### config.mk
export PLATFORM = sky130hd
export DESIGN_NAME = bus_cycle_sched
export DESIGN_NICKNAME = d
export VERILOG_FILES = /design/src/rtl/bus_sched_pkg.sv /design/src/rtl/bus_cycle_sched_phase_sync.sv /design/src/rtl/bus_cycle_sched.sv
export SDC_FILE = /design/constraint.sdc
export NUM_CORES = 1
export LEC_CHECK = 0
export ABC_AREA = 1
export CAP_MARGIN = 15
export CORE_MARGIN = 2
export CORE_UTILIZATION = 35
export CTS_CLUSTER_DIAMETER = 40
export DETAILED_ROUTE_END_ITERATION = 10
export GPL_ROUTABILITY_DRIVEN = 0
export GPL_TIMING_DRIVEN = 0
export PLACE_DENSITY_LB_ADDON = 0.08
export SYNTH_ARGS = -nofsm -noshare
export SYNTH_HDL_FRONTEND = slang
export SYNTH_SLANG_ARGS = --single-unit
### constraint.sdc
create_clock -name clk -period 2 [get_ports clk]
set_input_delay 0.3 -clock clk [delete_from_list [all_inputs] [get_ports clk]]
set_output_delay 0.3 -clock clk [all_outputs]
set_load 0.05 [all_outputs]
### src/rtl/bus_sched_pkg.sv
// bus_sched_pkg: shared state encoding and constants
// for the 7501-side bus cycle scheduler.
package bus_sched_pkg;

   typedef enum logic [2:0] {
      SYNC,
      LOW,
      OWN,
      STALL,
      ABORT
   } state_t;

   localparam logic BUS_R_W_RST    = 1'b1;
   localparam logic BUS_OE_RST     = 1'b0;
   localparam int   LATCH_LEAD_DEF = 2;

endpackage

### src/rtl/bus_cycle_sched_phase_sync.sv
// phase_sync: multi-flop synchroniser for an asynchronous
// input, plus rise/fall detection on the synchronised level.
module phase_sync
   import bus_sched_pkg::*;
#(
   parameter int STAGES = 2
) (
   input  logic clk,
   input  logic _reset,
   input  logic d,
   output logic q,
   output logic rise,
   output logic fall
);

   logic [STAGES-1:0] chain;
   logic              prev;

   always_ff @(posedge clk or negedge _reset) begin
      if (!_reset) begin
         chain <= '0;
         prev  <= 1'b0;
      end else begin
         chain <= {chain[STAGES-2:0], d};
         prev  <= chain[STAGES-1];
      end
   end

   assign q    = chain[STAGES-1];
   assign rise = q & ~prev;
   assign fall = ~q & prev;

endmodule

### src/rtl/bus_cycle_sched.sv
// bus_cycle_sched: owns the 7501 bus per phi0 cycle for the soft 6502.
// Optional stall statistics counter enabled by defining STALL_STATS_EN.
module bus_cycle_sched
   import bus_sched_pkg::*;
#(
   parameter int SYNC_STAGES = 2,
   parameter int LEN_W       = 6,
   parameter int LATCH_LEAD  = LATCH_LEAD_DEF,
   parameter int STALL_W     = 10
) (
   input  logic               clk,
   input  logic               _reset,
   input  logic               phi0_in,
   input  logic               aec,
   input  logic               core_r_w,
   output logic               core_ce,
   output logic               bus_oe,
   output logic               bus_r_w,
   output logic               rd_strobe,
   output logic               cycle_abort,
   output logic [STALL_W-1:0] stall_cnt
);

   localparam logic [LEN_W-1:0] LEAD = LEN_W'(LATCH_LEAD);
   localparam logic [LEN_W-1:0] ONE  = LEN_W'(1);

   state_t           state;
   logic             phi, phi_rise, phi_fall;
   logic             aec_q, aec_rise, aec_fall;
   logic             unused_edges;
   logic [LEN_W-1:0] hi_count, hi_len, target, pre_hit;

   phase_sync #(.STAGES(SYNC_STAGES)) u_phi (
      .clk    (clk),
      ._reset (_reset),
      .d      (phi0_in),
      .q      (phi),
      .rise   (phi_rise),
      .fall   (phi_fall)
   );

   phase_sync #(.STAGES(SYNC_STAGES)) u_aec (
      .clk    (clk),
      ._reset (_reset),
      .d      (aec),
      .q      (aec_q),
      .rise   (aec_rise),
      .fall   (aec_fall)
   );

   assign unused_edges = aec_rise ^ aec_fall;

   // Strobe lands LATCH_LEAD clks before the fall predicted from the last phase.
   assign target  = (hi_len <= LEAD) ? ONE : hi_len - LEAD;
   assign pre_hit = target - ONE;

   always_ff @(posedge clk or negedge _reset) begin
      if (!_reset) begin
         hi_count <= '0;
         hi_len   <= '0;
      end else begin
         if (phi_rise)
            hi_count <= ONE;
         else if (phi && hi_count != '1)
            hi_count <= hi_count + ONE;
         if (phi_fall && state != SYNC)
            hi_len <= hi_count;
      end
   end

   always_ff @(posedge clk or negedge _reset) begin
      if (!_reset) begin
         state       <= SYNC;
         core_ce     <= 1'b0;
         bus_oe      <= BUS_OE_RST;
         bus_r_w     <= BUS_R_W_RST;
         rd_strobe   <= 1'b0;
         cycle_abort <= 1'b0;
      end else begin
         core_ce     <= 1'b0;
         rd_strobe   <= 1'b0;
         cycle_abort <= 1'b0;
         unique case (state)
            SYNC: begin
               if (phi_fall)
                  state <= LOW;
            end
            LOW: begin
               if (phi_rise && aec_q) begin
                  state     <= OWN;
                  bus_oe    <= 1'b1;
                  bus_r_w   <= core_r_w;
                  rd_strobe <= core_r_w && (target == ONE);
               end else if (phi_rise) begin
                  state <= STALL;
               end
            end
            OWN: begin
               if (phi_fall) begin
                  state   <= LOW;
                  core_ce <= 1'b1;
                  bus_oe  <= BUS_OE_RST;
                  bus_r_w <= BUS_R_W_RST;
               end else if (!aec_q) begin
                  state       <= ABORT;
                  bus_oe      <= BUS_OE_RST;
                  bus_r_w     <= BUS_R_W_RST;
                  cycle_abort <= 1'b1;
               end else begin
                  rd_strobe <= bus_r_w && (hi_count == pre_hit);
               end
            end
            STALL, ABORT: begin
               if (phi_fall)
                  state <= LOW;
            end
            default: state <= SYNC;
         endcase
      end
   end

`ifdef STALL_STATS_EN
   logic stall_done;

   assign stall_done = phi_fall && (state == STALL || state == ABORT);

   always_ff @(posedge clk or negedge _reset) begin
      if (!_reset)
         stall_cnt <= '0;
      else if (stall_done && stall_cnt != '1)
         stall_cnt <= stall_cnt + STALL_W'(1);
   end
`else
   assign stall_cnt = '0;
`endif

endmodule

# [Yosys cells after proc, flatten, opt, wreduce, memory -nomap -nowiden]
# Index checks and enable logic that the tools add are counted.
[classes] add_sub_neg=3 eq_ne=11 magnitude_cmp=1 reduce_logical=12 n_mux=26 bitwise_logic=4
[op_table] cell="$mux 6" n=3
[op_table] cell="$mux 3" n=5
[op_table] cell="$mux 1" n=14
[op_table] cell="$pmux 3 s3" n=1
[op_table] cell="$add 6x1->6 const B" n=1
[op_table] cell="$eq 3x2->1 const B" n=2
[op_table] cell="$eq 6x1->1 const B" n=1
[op_table] cell="$eq 6x6->1" n=1
[op_table] cell="$le 6x2->1 const B" n=1
[op_table] cell="$ne 3x3->1 const B" n=2
[op_table] cell="$ne 6x6->1 const B" n=1
[op_table] cell="$pmux 1 s2" n=3
[op_table] cell="$reduce_and 3->1" n=2
[op_table] cell="$sub 6x1->6 const B" n=1
[op_table] cell="$sub 6x2->6 const B" n=1
[op_table] cell="$logic_and 1x1->1" n=5
[op_table] cell="$reduce_bool 2->1" n=2
[op_table] cell="$eq 3x1->1 const B" n=1
[op_table] cell="$eq 3x3->1 const B" n=1
[op_table] cell="$logic_not 3->1" n=1
[op_table] cell="$reduce_bool 3->1" n=1
[op_table] cell="$reduce_or 3->1" n=1
[op_table] cell="$and 1x1->1" n=2
[op_table] cell="$ne 2x1->1 const B" n=1
[op_table] cell="2 further kinds" n=3
[totals] inputBits=5 word_cells=68 output_inout_bits=15 ff_bits=25

# [Depth between registers and ports, before layout]
[logic_depth] word_depth=8 mapped_depth=13 ltp_nobuf=13

# [By module]
# Synthesis repeated with hierarchy kept, for this count alone.
[hier_totals] cells_unflattened=205 hier_area_um2=1540.2
[by_module_without_submodules] module="bus_cycle_sched" n_inst=1 cells_each=191 area_per_inst_um2=1360.1 seq_area_each_um2=501.7
[by_module_without_submodules] module="phase_sync" n_inst=2 cells_each=7 area_per_inst_um2=90.1 seq_area_each_um2=75.1

# [Worst setup path before layout]
# No wires, ideal clock.
[synth_timing] kind="reg-to-reg" from="register hi_len[3]" to="register rd_strobe" setup_time_ns=0.065 setup_slack_ns=0.243 n_path_buf=1 arrival_time_ns=1.691 stages_incl_launch_ff=12 required_ns=1.935 period_less_slack_ns=1.757 path_cell_list="dfrtp_1 nor2_2 nand3_2 buf_6 nand2_1 ha_1 xor2_1 xor2_2 nand2_1 nor2_2 nand3_1 nand2_1"
[synth_between] elab_chain_len=8 elab_cells_between_ends=12 cone_classes="2 x add/sub; 1 x order compare; 2 x eq/ne; 5 x mux; 2 x reduce/logical"
[synth_lines] element="from (decl)" line_no="bus_cycle_sched.sv:31" source="logic [LEN_W-1:0] hi_count, hi_len, target, pre_hit;"
[synth_lines] element="from (signal assigned)" line_no="bus_cycle_sched.sv:67" source="hi_len <= hi_count;"
[synth_lines] element="$sub 6x2->6 / $le 6x2->1 (equally long branches)" line_no="bus_cycle_sched.sv:54" source="assign target = (hi_len <= LEAD) ? ONE : hi_len - LEAD;"
[synth_lines] element="$mux 6 *" line_no="bus_cycle_sched.sv:54"
[synth_lines] element="$sub 6x1->6" line_no="bus_cycle_sched.sv:55" source="assign pre_hit = target - ONE;"
[synth_lines] element="$eq 6x6->1" line_no="bus_cycle_sched.sv:110" source="rd_strobe <= bus_r_w && (hi_count == pre_hit);"
[synth_lines] element="$logic_and 1x1->1" line_no="bus_cycle_sched.sv:110"
[synth_lines] element="$mux 1" line_no="bus_cycle_sched.sv:104" source="end else if (!aec_q) begin"
[synth_lines] element="$mux 1" line_no="bus_cycle_sched.sv:99" source="if (phi_fall) begin"
[synth_lines] element="$pmux 1 s2 *" line_no="bus_cycle_sched.sv:83" source="unique case (state)"
[synth_lines] element="to (signal assigned)" line_no="bus_cycle_sched.sv:93" source="rd_strobe <= core_r_w && (target == ONE);"
[synth_lines] element="to (signal assigned)" line_no="bus_cycle_sched.sv:110"
[synth_lines] element="to (decl)" line_no="bus_cycle_sched.sv:19" source="output logic rd_strobe,"
# Every way passes the cells marked *; elsewhere a longest branch is shown, timed or not.
# A chain may end at the register's enable or synchronous reset.

# [Final worst setup path]
[layout_timing] from="register bus_r_w" to="output bus_r_w"
[layout_lines] element="from (decl)" line_no="bus_cycle_sched.sv:18" source="output logic bus_r_w,"
[layout_lines] element="from (signal assigned)" line_no="bus_cycle_sched.sv:92" source="bus_r_w <= core_r_w;"
# No word-level cell between the ends.

==> flow_metrics.env <==
export IMPL_initial_utilization_pct=37.1
export IMPL_end_kind="primary output"
export IMPL_clk_latency_ns=0.27
export IMPL_htreeDepth=1
export IMPL_setup_viol=0
export IMPL_vdd_ir_drop_max_mv=0.333
export IMPL_crit_cells=1
export IMPL_coreArea_um2=4090
export IMPL_synth_enable_flop_cells=0
export IMPL_cp_slowest_cell="clkdlybuf4s50_1"
export IMPL_die_area_um2=4870
export IMPL_die_w_um=69.8
export IMPL_dpl_hpwl_um=2410
export IMPL_post_drt_via_cell_ratio=4.68
export IMPL_area_delta_synth_final_pct=21.1
export IMPL_p_leak_uw=0.000878
export IMPL_cpLargestDelayFamily="buffers and inverters"
export IMPL_synthArstFlopShare_pct=100
export IMPL_wl_per_cell_um=11.9
export IMPL_critical_path_max_stage_delay_ns=0.79
export IMPL_startpoint="bus_r_w"
export IMPL_nNetsFinal=219
export IMPL_clock_path_buffers=2
export IMPL_cp_endpoint="bus_r_w"
export IMPL_cts_tree="done"
export IMPL_fin_tns_setup_ns=0
export IMPL_synth_area_top_cells="dfrtp_1 40%, nand2_1 9.4%, buf_4 5.0%"
export IMPL_synth_area_um2=1520
export IMPL_worstReg2RegStart="hi_len[2]"
export IMPL_crit_arrival_ns=1.61
export IMPL_p_comb_share_pct=55.2
export IMPL_grt_usage_pct=13.1
export IMPL_drtPass1Iterations=5
export IMPL_n_fill_cell=411
export IMPL_critPathKind="reg -> out"
export IMPL_syn_inst=182
export IMPL_hold_viol=0
export IMPL_num_rows=23
export IMPL_clk_pin_slew_ns=0.09
export IMPL_n_antenna_cell=0
export IMPL_yosysSeqAreaShare_pct=41.4
export IMPL_routed_via_count=1213
export IMPL_grt_pass1_wl_um=5200
export IMPL_worstPathMaxFanout=3
export IMPL_maxSlewViolCount=0
export IMPL_maxCapViolCount=0
export IMPL_crit_chain="clkdlybuf4s50_1"
export IMPL_port_buffers=9
export IMPL_r2r_cells=11
export IMPL_yosys_register_bits=25
export IMPL_fin_crit_ns=1.91
export IMPL_antenna_found_initial=0
export IMPL_antenna_left=0
export IMPL_worstReg2RegEnd="rd_strobe"
export IMPL_fin_util_pct=44.9
export IMPL_seqPwrFrac_pct=31.1
export IMPL_clkPwrFrac_pct=13.7
export IMPL_fin_crit_sh_pct=95.7
export IMPL_ys_warnings_count=0
export IMPL_skew_ns=0.00622
export IMPL_power_density_nw_per_um2=1230
export IMPL_crit_required_ns=1.70
export IMPL_grt_pass1_vias=1152
export IMPL_start_kind="register"
export IMPL_synth_cell_types=35
export IMPL_routed_wirelength_um=3090
export IMPL_gr_total_overflow=0
export IMPL_cts_root_buf="clkbuf_8"
export IMPL_switching_share_pct=45.7
export IMPL_path_buf_inv=1
export IMPL_cts_inserted_buffers=3
export IMPL_yosysTopAreaCell="dfrtp_1"
export IMPL_drtIter0Drc=41
export IMPL_max_freq_ghz=0.523
export IMPL_cts_sinks=25
export IMPL_drive_gt1_share_pct=23.0
export IMPL_syn_avg_cell_area_um2=8.33
export IMPL_die_h_um=69.8
export IMPL_status="complete, no violations"
export IMPL_drc_errors=0
export IMPL_ys_flop_type="dfrtp_1"
export IMPL_grt_start_max_net_pins=26
export IMPL_io_pins=20
export IMPL_min_path_type="in -> async"
export IMPL_reg2reg_slack_ns=0.13
export IMPL_power_switching_uw=1030
export IMPL_rsz0062_at_grt="no"
export IMPL_synth_top_area_share_pct=39.6
export IMPL_cts_hold_buffers_added=0
export IMPL_intPower_uw=1230
==> metal layers <==
metal	wire (um)	GRT usage [%]	vias up
li1	-	-	622
met1	1500	17.5	563
met2	1450	21.7	25
met3	121	3.05	3
met4	19	2.56	0
met5	0	0	-
==> layout by cell type (no fill, tap or decap), types with 2 or more instances in the layout <==
cell type        Yosys  routed
nand2_1             38      37
dfrtp_1             24      24
inv_1               20      20
buf_4               10      14
o21ai_0             14      13
nand3_1             12      12
conb_1               1      10
nor2_1               9       9
clkdlybuf4s50_1      0       9
a21oi_1              7       7
nand3_2              5       5
nand2_2              4       5
nor2_2               4       4
nand4_1              4       4
inv_2                3       3
ha_1                 4       3
clkbuf_8             0       3
xor2_2               1       2
nor3_2               2       2
nor3_1               2       2
==> synth_stat cells (2+ instances only) <==
| cell type | instances |
|---|---|
| ha_1 | 4 |
| nand3_2 | 5 |
| nor3_2 | 2 |
| nor3_1 | 2 |
| xor2_1 | 2 |
| o21ai_0 | 14 |
| dfrtp_1 | 24 |
| nand2_1 | 38 |
| nand2_2 | 4 |
| nand4_1 | 4 |
| nand3_1 | 12 |
| inv_1 | 20 |
| inv_2 | 3 |
| buf_4 | 10 |
| a21oi_1 | 7 |
| nor2_1 | 9 |
| nor2_2 | 4 |
==> final cells by class <==
cell class	count	area, um^2	share of cell area, %
plain buffers	12	93.8	5.12
clock buffers	3	41.3	2.25
clock inverters	1	7.51	0.409
inverters	24	90.1	4.91
multi-input cells	130	764	41.7
flip-flops and latches	25	627	34.2
well taps	50	62.6	3.41
repair buffers	14	148	8.05
==> state kept, by name, indices dropped and copies added (netlist names) <==
register     cells
hi_count         6
hi_len           6
state            3
u_aec.chain      2
u_phi.chain      2
bus_oe           1
bus_r_w          1
core_ce          1
cycle_abort      1
rd_strobe        1
u_phi.prev       1
==> power by group through the flow <==
stage,logic [uW],clock network (uW),registers (uW)
final,1250,311,704
after global routing,1390,348,719
after CTS,1150,325,706
after detailed placement,1150,0,716
after global placement,1130,0,712
after floorplan,851,0,781
==> per-stage QoR <==
stage	setup WS [ns]	cells	hold WS (ns)	instance area (um^2)	total power, uW
finish	0.0869	259	0.282	1830	2260
global route	0.00289	259	0.285	1830	2460
CTS	0.0326	254	0.360	1750	2180
detailed placement	0.0569	250	0.337	1700	1860
global placement	0.0923	250	0.335	1700	1850
floorplan	0.243	191	0.00441	1550	1630
==> cell families after synthesis <==
logic type / Yosys count / synth area share, %
other: 1 / 0.247
AND/OR/NAND/NOR: 85 / 30.3
flip-flops: 25 / 41.4
adder cells (fa/ha/maj): 4 / 3.30
buffers and inverters: 36 / 11.9
XOR/XNOR: 3 / 2.23
AO/OA/AOI/OAI: 28 / 10.7
==> timing repair <==
action                     CTS  global route
setup endpoints to repair    0             1
setup buffers                0             4
gates resized for setup      0             5
==> worst min path at each step <==
stage                         from             end  slack [ns]  cells after the start
global placement    u_aec.chain[0]  u_aec.chain[1]        0.34                      0
detailed placement  u_aec.chain[0]  u_aec.chain[1]        0.34                      0
global route                _reset         core_ce        0.28                      1
floorplan                   _reset          bus_oe       0.004                      0
finish                      _reset         core_ce        0.28                      1
CTS                 u_aec.chain[0]  u_aec.chain[1]        0.36                      0
No activity file was read; power rests on OpenSTA's default activity.
